## config.mk

```make
export PLATFORM = sky130hd
export DESIGN_NAME = hex_word_pack
export DESIGN_NICKNAME = d
export VERILOG_FILES = /design/src/rtl/hex_word_pack.sv
export SDC_FILE = /design/constraint.sdc
export NUM_CORES = 1
export LEC_CHECK = 0
export ABC_CLOCK_PERIOD_IN_PS = 1400
export CORE_UTILIZATION = 45
export CTS_CLUSTER_SIZE = 16
export DETAILED_ROUTE_END_ITERATION = 8
export PLACE_DENSITY = 0.81
export SYNTH_ARGS = -nofsm -noshare
export SYNTH_HDL_FRONTEND = slang
export SYNTH_SLANG_ARGS = --single-unit
```

## constraint.sdc

```tcl
create_clock -name clk -period 1.4 [get_ports clk]
set_input_delay 0.28 -clock clk [delete_from_list [all_inputs] [get_ports clk]]
set_output_delay 0.28 -clock clk [all_outputs]
set_load 0.01 [all_outputs]
```

## src/rtl/hex_word_pack.sv

```systemverilog
// hex_word_pack: packs a stream of hex nibbles into DOUT_W-bit words.
// The first nibble of a word becomes its most significant nibble. Each
// completed word goes into a single-entry valid/ready output buffer. A word
// that completes while the buffer is occupied and not draining is dropped
// and err_ovf pulses. A partial word that sees no new nibble for TMO_CYC
// cycles is discarded and err_tmo pulses.
module hex_word_pack #(
    parameter int unsigned DIN_W   = 4,
    parameter int unsigned NIB_NUM = 8,
    parameter int unsigned DOUT_W  = DIN_W * NIB_NUM,
    parameter int unsigned TMO_CYC = 5000
) (
    input  logic              clk,
    input  logic              rst,
    input  logic [DIN_W-1:0]  din,
    input  logic              din_vld,
    output logic [DOUT_W-1:0] dout,
    output logic              dout_vld,
    input  logic              dout_rdy,
    output logic              busy,
    output logic              err_ovf,
    output logic              err_tmo
);

    localparam int unsigned CNT_W = (NIB_NUM > 1) ? $clog2(NIB_NUM) : 1;
    localparam int unsigned IDL_W = (TMO_CYC > 1) ? $clog2(TMO_CYC) : 1;

    localparam logic [CNT_W-1:0] CntLast = CNT_W'(NIB_NUM - 1);
    localparam logic [IDL_W-1:0] IdlLast = IDL_W'(TMO_CYC - 1);

    // Architectural state
    logic [DOUT_W-1:0] acc_q, acc_d;
    logic [CNT_W-1:0]  cnt_q, cnt_d;
    logic [IDL_W-1:0]  idl_q, idl_d;
    logic [DOUT_W-1:0] dout_q, dout_d;
    logic              dout_vld_q, dout_vld_d;
    logic              busy_q, busy_d;
    logic              err_ovf_q, err_ovf_d;
    logic              err_tmo_q, err_tmo_d;

    // Decoded conditions for the current cycle
    logic [DOUT_W-1:0] word;
    logic              cnt_zero;
    logic              complete;
    logic              buf_free;
    logic              handshake;
    logic              expire;

    // Decode completion, buffer availability and timeout expiry.
    always_comb begin
        word      = {acc_q[DOUT_W-DIN_W-1:0], din};
        cnt_zero  = (cnt_q == '0);
        complete  = din_vld && (cnt_q == CntLast);
        handshake = dout_vld_q && dout_rdy;
        buf_free  = !dout_vld_q || dout_rdy;
        // A nibble in the expiry cycle wins over the timeout.
        expire    = !din_vld && !cnt_zero && (idl_q == IdlLast);
    end

    // Next state of the accumulator, nibble counter and idle counter.
    always_comb begin
        acc_d = acc_q;
        cnt_d = cnt_q;
        idl_d = idl_q;

        if (din_vld) begin
            acc_d = word;
            cnt_d = complete ? '0 : cnt_q + CNT_W'(1);
        end else if (expire) begin
            // acc keeps stale nibbles; they are shifted out by the next word.
            cnt_d = '0;
        end

        if (din_vld || cnt_zero || expire) begin
            idl_d = '0;
        end else begin
            idl_d = idl_q + IDL_W'(1);
        end
    end

    // Next state of the output buffer and the status/error flags.
    always_comb begin
        dout_d     = dout_q;
        dout_vld_d = dout_vld_q;
        err_ovf_d  = 1'b0;
        err_tmo_d  = expire;

        if (complete && buf_free) begin
            // Covers both an empty buffer and a same-cycle drain-and-refill.
            dout_d     = word;
            dout_vld_d = 1'b1;
        end else begin
            if (complete) begin
                // Buffer busy and not draining: keep the held word.
                err_ovf_d = 1'b1;
            end
            if (handshake) begin
                dout_vld_d = 1'b0;
            end
        end

        busy_d = (cnt_d != '0);
    end

    // State update with synchronous reset.
    always_ff @(posedge clk) begin
        if (rst) begin
            acc_q      <= '0;
            cnt_q      <= '0;
            idl_q      <= '0;
            dout_q     <= '0;
            dout_vld_q <= 1'b0;
            busy_q     <= 1'b0;
            err_ovf_q  <= 1'b0;
            err_tmo_q  <= 1'b0;
        end else begin
            acc_q      <= acc_d;
            cnt_q      <= cnt_d;
            idl_q      <= idl_d;
            dout_q     <= dout_d;
            dout_vld_q <= dout_vld_d;
            busy_q     <= busy_d;
            err_ovf_q  <= err_ovf_d;
            err_tmo_q  <= err_tmo_d;
        end
    end

    assign dout     = dout_q;
    assign dout_vld = dout_vld_q;
    assign busy     = busy_q;
    assign err_ovf  = err_ovf_q;
    assign err_tmo  = err_tmo_q;

endmodule

```

Word-level counts from Yosys, hierarchy flattened
Cells that the tools add are included.
{ "totals": {"wordCells": 34, "inputBits": 8, "output_inout_bits": 36, "regBits": 80} }
{ "classes": {"n_reduce_logical": 16, "n_eq_ne": 2, "add_sub_neg": 2, "mux": 6} }
{ "op_table": {"columns": ["operator", "n"], "rows": [
  ["adder 13 x 1 -> 13 bit, second input constant", 1],
  ["equality test 13 bit, second input constant", 1],
  ["2-to-1 mux 3 bit", 3],
  ["logical AND 1 bit", 5],
  ["OR reduction 2 bit", 2],
  ["adder 3 x 1 -> 3 bit, second input constant", 1],
  ["equality test 3 bit, second input constant", 1],
  ["logical NOT 1 bit", 3],
  ["logical NOT 3 bit", 1],
  ["logical OR 1 bit", 3],
  ["2-to-1 mux 1 bit", 3],
  ["nonzero test 3 bit", 1],
  ["nonzero test 2 bit", 1]
]} }

Longest topological paths before layout
{ "depth": {"word_depth": 7, "depth_mapped": 8, "depth_no_buf": 6} }

Least setup slack after synthesis
No wires, ideal clock.
{ "synth_path": {"path_kind": "reg2reg", "from": "reg cnt_q[1]", "to": "reg dout_q[29], in the netlist dout[29]", "required_ns": 1.329, "arrival_time_ns": 1.340, "period_less_slack_ns": 1.411, "path_slack_ns": -0.011, "stages_incl_launch_ff": 9, "n_path_buf": 2, "path_cell_list": "dfxtp_1 > ha_1 > ha_1 > nand2_1 > nor2b_1 > buf_2 > buf_2 > nand2_1 > a21oi_1"} }
{ "synth_between": {"elab_chain_cells": 3} }
{ "synth_lines": {"columns": ["item", "line_no", "rtl"], "rows": [
  ["start, declared", "33", "logic [CNT_W-1:0] cnt_q, cnt_d;"],
  ["start signal, assigned", "118", "cnt_q <= cnt_d;"],
  ["equality test 3 bit", "53", "complete = din_vld && (cnt_q == CntLast);"],
  ["logical AND 1 bit", "53", null],
  ["logical AND 1 bit", "88", "if (complete && buf_free) begin"],
  ["end signal, assigned", "120", "dout_q <= dout_d;"],
  ["end, declared", "35", "logic [DOUT_W-1:0] dout_q, dout_d;"]
]} }
No other way between the ends.
A chain may end at the register's enable or synchronous reset.

Final worst setup path
{ "layout_path": {"from": "reg cnt_q[2]", "to": "reg dout_q[13], in the netlist dout[13]"} }
The elaborated chain is that of the path after synthesis.

==> results.py <==
metrics = {
    "critical_path": {
        "crit_type": "flip-flop to flip-flop",
        "crit_fanout": 8,
        "cp_data_arrival_time_ps": 1800,
        "crit_path_end": "dout[13]",
        "startpoint_type": "flip-flop",
        "r2r_end": "dout[13]",
        "reg2regPathDepth": 7,
        "cp-startpoint": "cnt_q[2]",
        "cp.required_ps": 1700,
        "regToRegSetupSlack_ps": -100,
        "crit_path_end_kind": "flip-flop",
        "reg2reg_from": "cnt_q[2]",
    },
    "clock_network": {
        "cts.clk_slew.worst_paths_ps": 90,
        "cts_tree": "done",
        "root_buffer": "clkbuf_8",
        "clockBufferDepth": 2,
        "insertion_delay_ps": 370,
        "cts-buffers-inserted": 9,
        "htree_levels": 3,
        "cts_hold_buf": 0,
        "numClockSinks": 80,
    },
    "timing": {
        "slew_headroom_pct": 74.8,
        "final-setup-viol-count": 35,
        "tightest_slew_ps": 375,
        "finalCritPeriodShare_pct": 107,
        "holdWs_ps": 306,
        "fin_ws_ps": -101,
        "hold_viol_final": 0,
        "rsz0062_at_grt": "true",
        "slew_violations": 0,
        "min_period_ps": 1500,
        "fmax_mhz": 666,
        "fin_worst_skew_ps": 7.14,
    },
    "drt": {
        "route.detailed.wl_per_inst_um": 15.7,
        "drt_first_pass_iters": 6,
        "vias": 2567,
        "drt-total-wl_mm": 7.64,
        "final_antenna_net_count": 0,
        "viasPerCell": 5.28,
        "dr.first_iter.drc_count": 196,
        "drc": 2,
    },
    "die": {
        "dieHeight_um": 84.8,
        "fp.dieW_um": 84.8,
        "die_area_mm2": 0.00719,
        "num_rows": 29,
        "core_mm2": 0.00649,
        "ios": 44,
        "start_util_pct": 47.5,
    },
    "yosys": {
        "synth_edf_count": 0,
        "synth_area_leader_cell": "dfxtp_1",
        "synthDistinctLibCells": 34,
        "synth_area_leaders": "dfxtp_1 (52%), mux2i_1 (9.1%), nand2_1 (8.4%), a21oi_1 (6.2%), nor2_1 (4.4%)",
        "syn-num-nets": 347,
        "synth.cell_area_mm2": 0.00308,
        "ys.flop_type": "dfxtp_1",
        "postSynthCellCount": 335,
        "avgSynthCellArea_um2": 9.20,
        "synth.top_cells.by_count": "dfxtp_1 (80), nand2_1 (69), a21oi_1 (38), nor2_1 (36), mux2i_1 (28)",
        "ys_seq_area_share_pct": 51.9,
        "yosysMostFrequentCell": "dfxtp_1",
        "synth_top_area_share_pct": 51.9,
        "yosysWarnings": 0,
        "async_flop_share_pct": 0,
        "synth-seq-cells": 80,
    },
    "layout": {
        "nets": 416,
        "diodes": 0,
        "fin_area_mm2": 0.00437,
        "fillers": 455,
        "area_growth_pct": 41.8,
        "layout-drive-gt1-share_pct": 29.6,
    },
    "status": {
        "status": "complete, but fails checks",
        "violations": "DRC, setup timing",
    },
    "power": {
        "total_power_w": 0.00437,
        "powerDensity_mw_per_mm2": 998,
        "irDropWorstVdd_mv": 0.724,
        "p_leak_nw": 1.99,
    },
    "worst_hold_path": {
        "hold_path_class": "input pin to flip-flop",
        "whs_path_depth": 3,
    },
    "job": {
        "drv_cap": 0,
    },
    "placement": {
        "post-dp-hpwl_mm": 4.25,
        "dpl_cell_area_mm2": 0.00373,
        "port_buffers": 43,
        "place.gp.congestion": 0.798,
    },
    "grt": {
        "globalRouteTotalUtil_pct": 21.0,
        "grt_antenna_before_repair": 0,
        "grt_max_degree": 69,
        "grt.overflow.total": 0,
        "grt_pass1_wl_mm": 11.6,
        "first_global_vias": 2399,
    },
}
## layout by cell type (no fill, tap or decap), types with 3 or more instances in the layout
| master | n |
|---|---|
| dfxtp_1 | 78 |
| nor3_1 | 4 |
| buf_4 | 21 |
| a21oi_2 | 17 |
| clkbuf_8 | 9 |
| nor2_2 | 9 |
| nand3_4 | 4 |
| nand2_2 | 4 |
| clkdlybuf4s50_1 | 5 |
| nor2_1 | 36 |
| nand3_1 | 3 |
| a21oi_1 | 21 |
| nand2_1 | 51 |
| mux2i_1 | 28 |
| buf_12 | 5 |
| xnor2_1 | 9 |
| nand2_4 | 16 |
| inv_1 | 5 |
| buf_6 | 4 |
| dlygate4sd2_1 | 36 |
## cells by family after synthesis
group                      Yosys count  share of synthesized area, %
buffers and inverters               26                          3.86
muxes                               28                          9.09
and+or+nand+nor                    143                          23.0
AOI/OAI and AO/OA                   43                          7.35
DFF                                 80                          51.9
xor gates and xnor gates            11                          3.13
adders and majority gates            4                          1.62
## layer usage
layer  share of wire [%]  global-route usage [%]  up-vias
li1                    -                       -     1248
met1                  44                    27.1     1235
met2                  48                    33.0       65
met3                 5.4                    5.80       19
met4                 2.6                    9.40        0
met5                   0                       0        -
## metrics by stage
step	setup WS [ps]	util [%]	setup TNS, ps	std cells
after floorplan	-10.5	-	-310	335
after global placement	-157	57.4	-4510	460
final	-101	67.3	-1910	486
after global routing	-151	67.3	-3650	486
after CTS	-79.3	64.0	-1710	482
after detailed placement	-233	57.4	-5750	460
## timing repair
action | in CTS | in global routing
gates cloned | 3 | 2
buffers inserted | 3 | 2
gates resized for setup | 78 | 39
endpoints found under the setup margin | 78 | 48
pin swaps | 17 | 26
## critical path, cell delays in order, from the launching register on
cell     delay (ps)
dfxtp_1         470
ha_4            210
nand2_4          60
nor2b_4         190
buf_12          140
buf_12          140
nand2_4          50
a21oi_2         160
## worst min-delay path by stage
stage / startpoint / endpoint / slack, ps
global placement: acc_q[25] / dout[29] / 440
floorplan: din[0] / dout[0] / 420
finish: din_vld / cnt_q[2] / 310
detailed placement: acc_q[25] / dout[29] / 450
global route: rst / idl_q[1] / 310
CTS: din_vld / cnt_q[2] / 270
## where the power goes
part | internal [W] | switching (W)
Combinational | 0.000102 | 0.000126
Clock | 0.000864 | 0.000955
Sequential | 0.00230 | 0.0000222
Total | 0.00326 | 0.00110
## layout make-up
type / instances / area (µm²) / share of cell area, %
Multi-Input combinational cell: 229 / 1640 / 37.4
Sequential cell: 80 / 1610 / 36.8
Timing Repair Buffer: 78 / 798 / 18.3
Clock buffer: 9 / 124 / 2.83
Tap cell: 77 / 96.3 / 2.20
Clock inverter: 7 / 86.3 / 1.97
Inverter: 6 / 22.5 / 0.515
## sequential cells by signal (all words and copies together) (netlist names)
| register | cells |
|---|---|
| dout | 32 |
| acc_q | 28 |
| idl_q | 13 |
| cnt_q | 3 |
| busy | 1 |
| dout_vld | 1 |
| err_ovf | 1 |
| err_tmo | 1 |
Note: power is estimated with default switching activity, not from simulation.
==> edit, RTL diff (same flow settings) <==
`dout_q` no longer has a reset.
--- a/src/rtl/hex_word_pack.sv
+++ b/src/rtl/hex_word_pack.sv
@@ -109,5 +109,4 @@
             cnt_q      <= '0;
             idl_q      <= '0;
-            dout_q     <= '0;
             dout_vld_q <= 1'b0;
             busy_q     <= 1'b0;
@@ -118,5 +117,4 @@
             cnt_q      <= cnt_d;
             idl_q      <= idl_d;
-            dout_q     <= dout_d;
             dout_vld_q <= dout_vld_d;
             busy_q     <= busy_d;
@@ -124,4 +122,8 @@
             err_tmo_q  <= err_tmo_d;
         end
+    end
+
+    always_ff @(posedge clk) begin
+        dout_q <= dout_d;
     end
 
Check against the original RTL: differs if rst is asserted again (counterexample within 10 cycles, from zero or initial values and one cycle with rst high); with rst held inactive, the same outputs for 10 cycles.
==> edit against the original RTL <==
- the flow finishes with violations (setup timing)
- wire length fell by 28%
- sequential cell count did not move
- setup slack improved by 0.0064 ns
- largest cell class is now registers
- area after synthesis fell by 5.4%
- final area fell by 8.2%
- count of clock-buffer cells in the layout rose by 1
- die area fell by 5.3%
- total power rose by 8.4%
==> edit: results <==
[run_status]
status = finished with violations
violations = setup timing

[routing]
wl_per_cell_um = 14.3
drtPass1Iterations = 4
vias = 1899
drt_iter0_drc = 86

[clock_network]
cts_made_buffers = 9
insertion_delay_ns = 0.35
path_clk_slew_ns = 0.08
ctsLongestPathBuffers = 2
htree_levels = 3

[place]
placed_area_mm2 = 0.00370
dpl_worst_slack_ns = -0.158
port_buffers = 43
place.gp.congestion = 0.766
hpwl_mm = 3.40

[final_layout]
fin_nets = 315
postLayoutCellArea_mm2 = 0.00401
largest_reg_flops = 32
antenna_cells = 0
drive_above_1_share_pct = 27.6
nFillCells = 467

[sta]
layout_setup_ws_ns = -0.0950
slew_headroom_pct = 68.3
skew_ns = 0.00618
setup_viol = 45

[yosys]
seq_area_frac_synth_pct = 65.9
synth_edf_count = 32
synth_cell_types = 32
synth.area.top_cells = dfxtp_1 (33%), edfxtp_1 (33%), mux2i_1 (10%)
ys_warn_count = 0
synth_fp_nets = 234
synth_common_cells = dfxtp_1 (48), nor2_1 (36), edfxtp_1 (32)
async_reset_ff_share_pct = 0

[global_routing]
grt_max_degree = 33
grt_pass1_wl_mm = 8.36
grt_pass1_vias = 1822
antenna_found_initial = 0
grtUsageTotal_pct = 16.9

[critical_path]
arrival_ns = 1.77
rr_worst_depth = 7
setup.worst_path.start = cnt_q[0]
critPathMaxStageDelay_ns = 0.35
crit_fanout = 3
slowest_stage = dfxtp_4
r2r_end = cnt_q[2]
end_kind = flop

[pwr]
p_leak_nw = 1.57
cellInternalPower_w = 0.00376
peakVddDrop_uv = 730

[min_path]
hold_path.class = in -> reg
-- edit: cell families (layout without fill, tap and decap cells) --
family | count (synthesis) | after routing | share of synthesized area [%]
muxes | 30 | 30 | 10.3
DFF | 80 | 80 | 65.9
xor gates and xnor gates | 11 | 11 | 3.30
AOI/OAI and AO/OA | 8 | 8 | 1.93
and+or+nand+nor | 76 | 76 | 14.4
adders and majority gates | 4 | 4 | 1.72
buffers and inverters | 13 | 99 | 2.40
-- edit: through the flow --
stage	instances	total power (W)	hold slack (ns)	TNS (ns)
2_1_floorplan	222	0.00263	0.379	-6.17
3_3_place_gp	363	0.00271	0.414	-5.79
3_5_place_dp	363	0.00272	0.415	-8.43
4_1_cts	379	0.00474	0.383	-2.93
5_1_grt	383	0.00488	0.405	-4.12
6_report	383	0.00473	0.392	-1.92
-- edit: final cells by class --
type                       instances  area share [%]
inverter                           4           0.374
timing repair buffer              79            17.1
sequential                        80            48.1
clock inverter                     6            2.87
clock buffer                      10            3.18
tap                               75            2.34
multi-input combinational        129            26.0
-- edit: what timing repair did --
action	CTS	global route
pin swaps	9	7
gates resized for setup	42	11
setup endpoints to repair	83	48
buffers inserted	0	5
hold endpoints to repair	0	0
gates cloned	0	0
-- edit: power by group through the flow --
stage	combinational [W]	clock (W)	sequential (W)
after floorplan	0.000126	0	0.00251
after global placement	0.000208	0	0.00250
after detailed placement	0.000217	0	0.00250
after CTS	0.000225	0.00207	0.00245
after global routing	0.000260	0.00216	0.00246
final	0.000241	0.00204	0.00245
-- edit: how the worst min path moves through the flow --
stage / start / to / slack, ns / depth (start not counted)
after CTS: din_vld / err_ovf / 0.38 / 4
after floorplan: din[0] / dout[0] / 0.38 / 0
final: din_vld / err_ovf / 0.39 / 4
after detailed placement: acc_q[27] / dout[31] / 0.41 / 0
after global routing: din_vld / err_ovf / 0.41 / 4
after global placement: acc_q[26] / dout[30] / 0.41 / 0
-- edit: worst max-delay path, delay by kind of cell, from the launching register on --
| family | cells | cell delay (ns) |
|---|---|---|
| AOI/OAI and AO/OA | 1 | 0.15 |
| adders and majority gates | 2 | 0.32 |
| buffers and inverters | 3 | 0.41 |
| DFF | 1 | 0.35 |
| and+or+nand+nor | 1 | 0.19 |
-- edit: layer usage --
layer / global-route usage [%] / vias to the layer above / part of all wire, %
li1: - / 935 / -
met1: 19.5 / 914 / 43
met2: 29.2 / 43 / 52
met3: 5.93 / 7 / 4.3
met4: 5.86 / 0 / 1.2
met5: 0 / - / 0
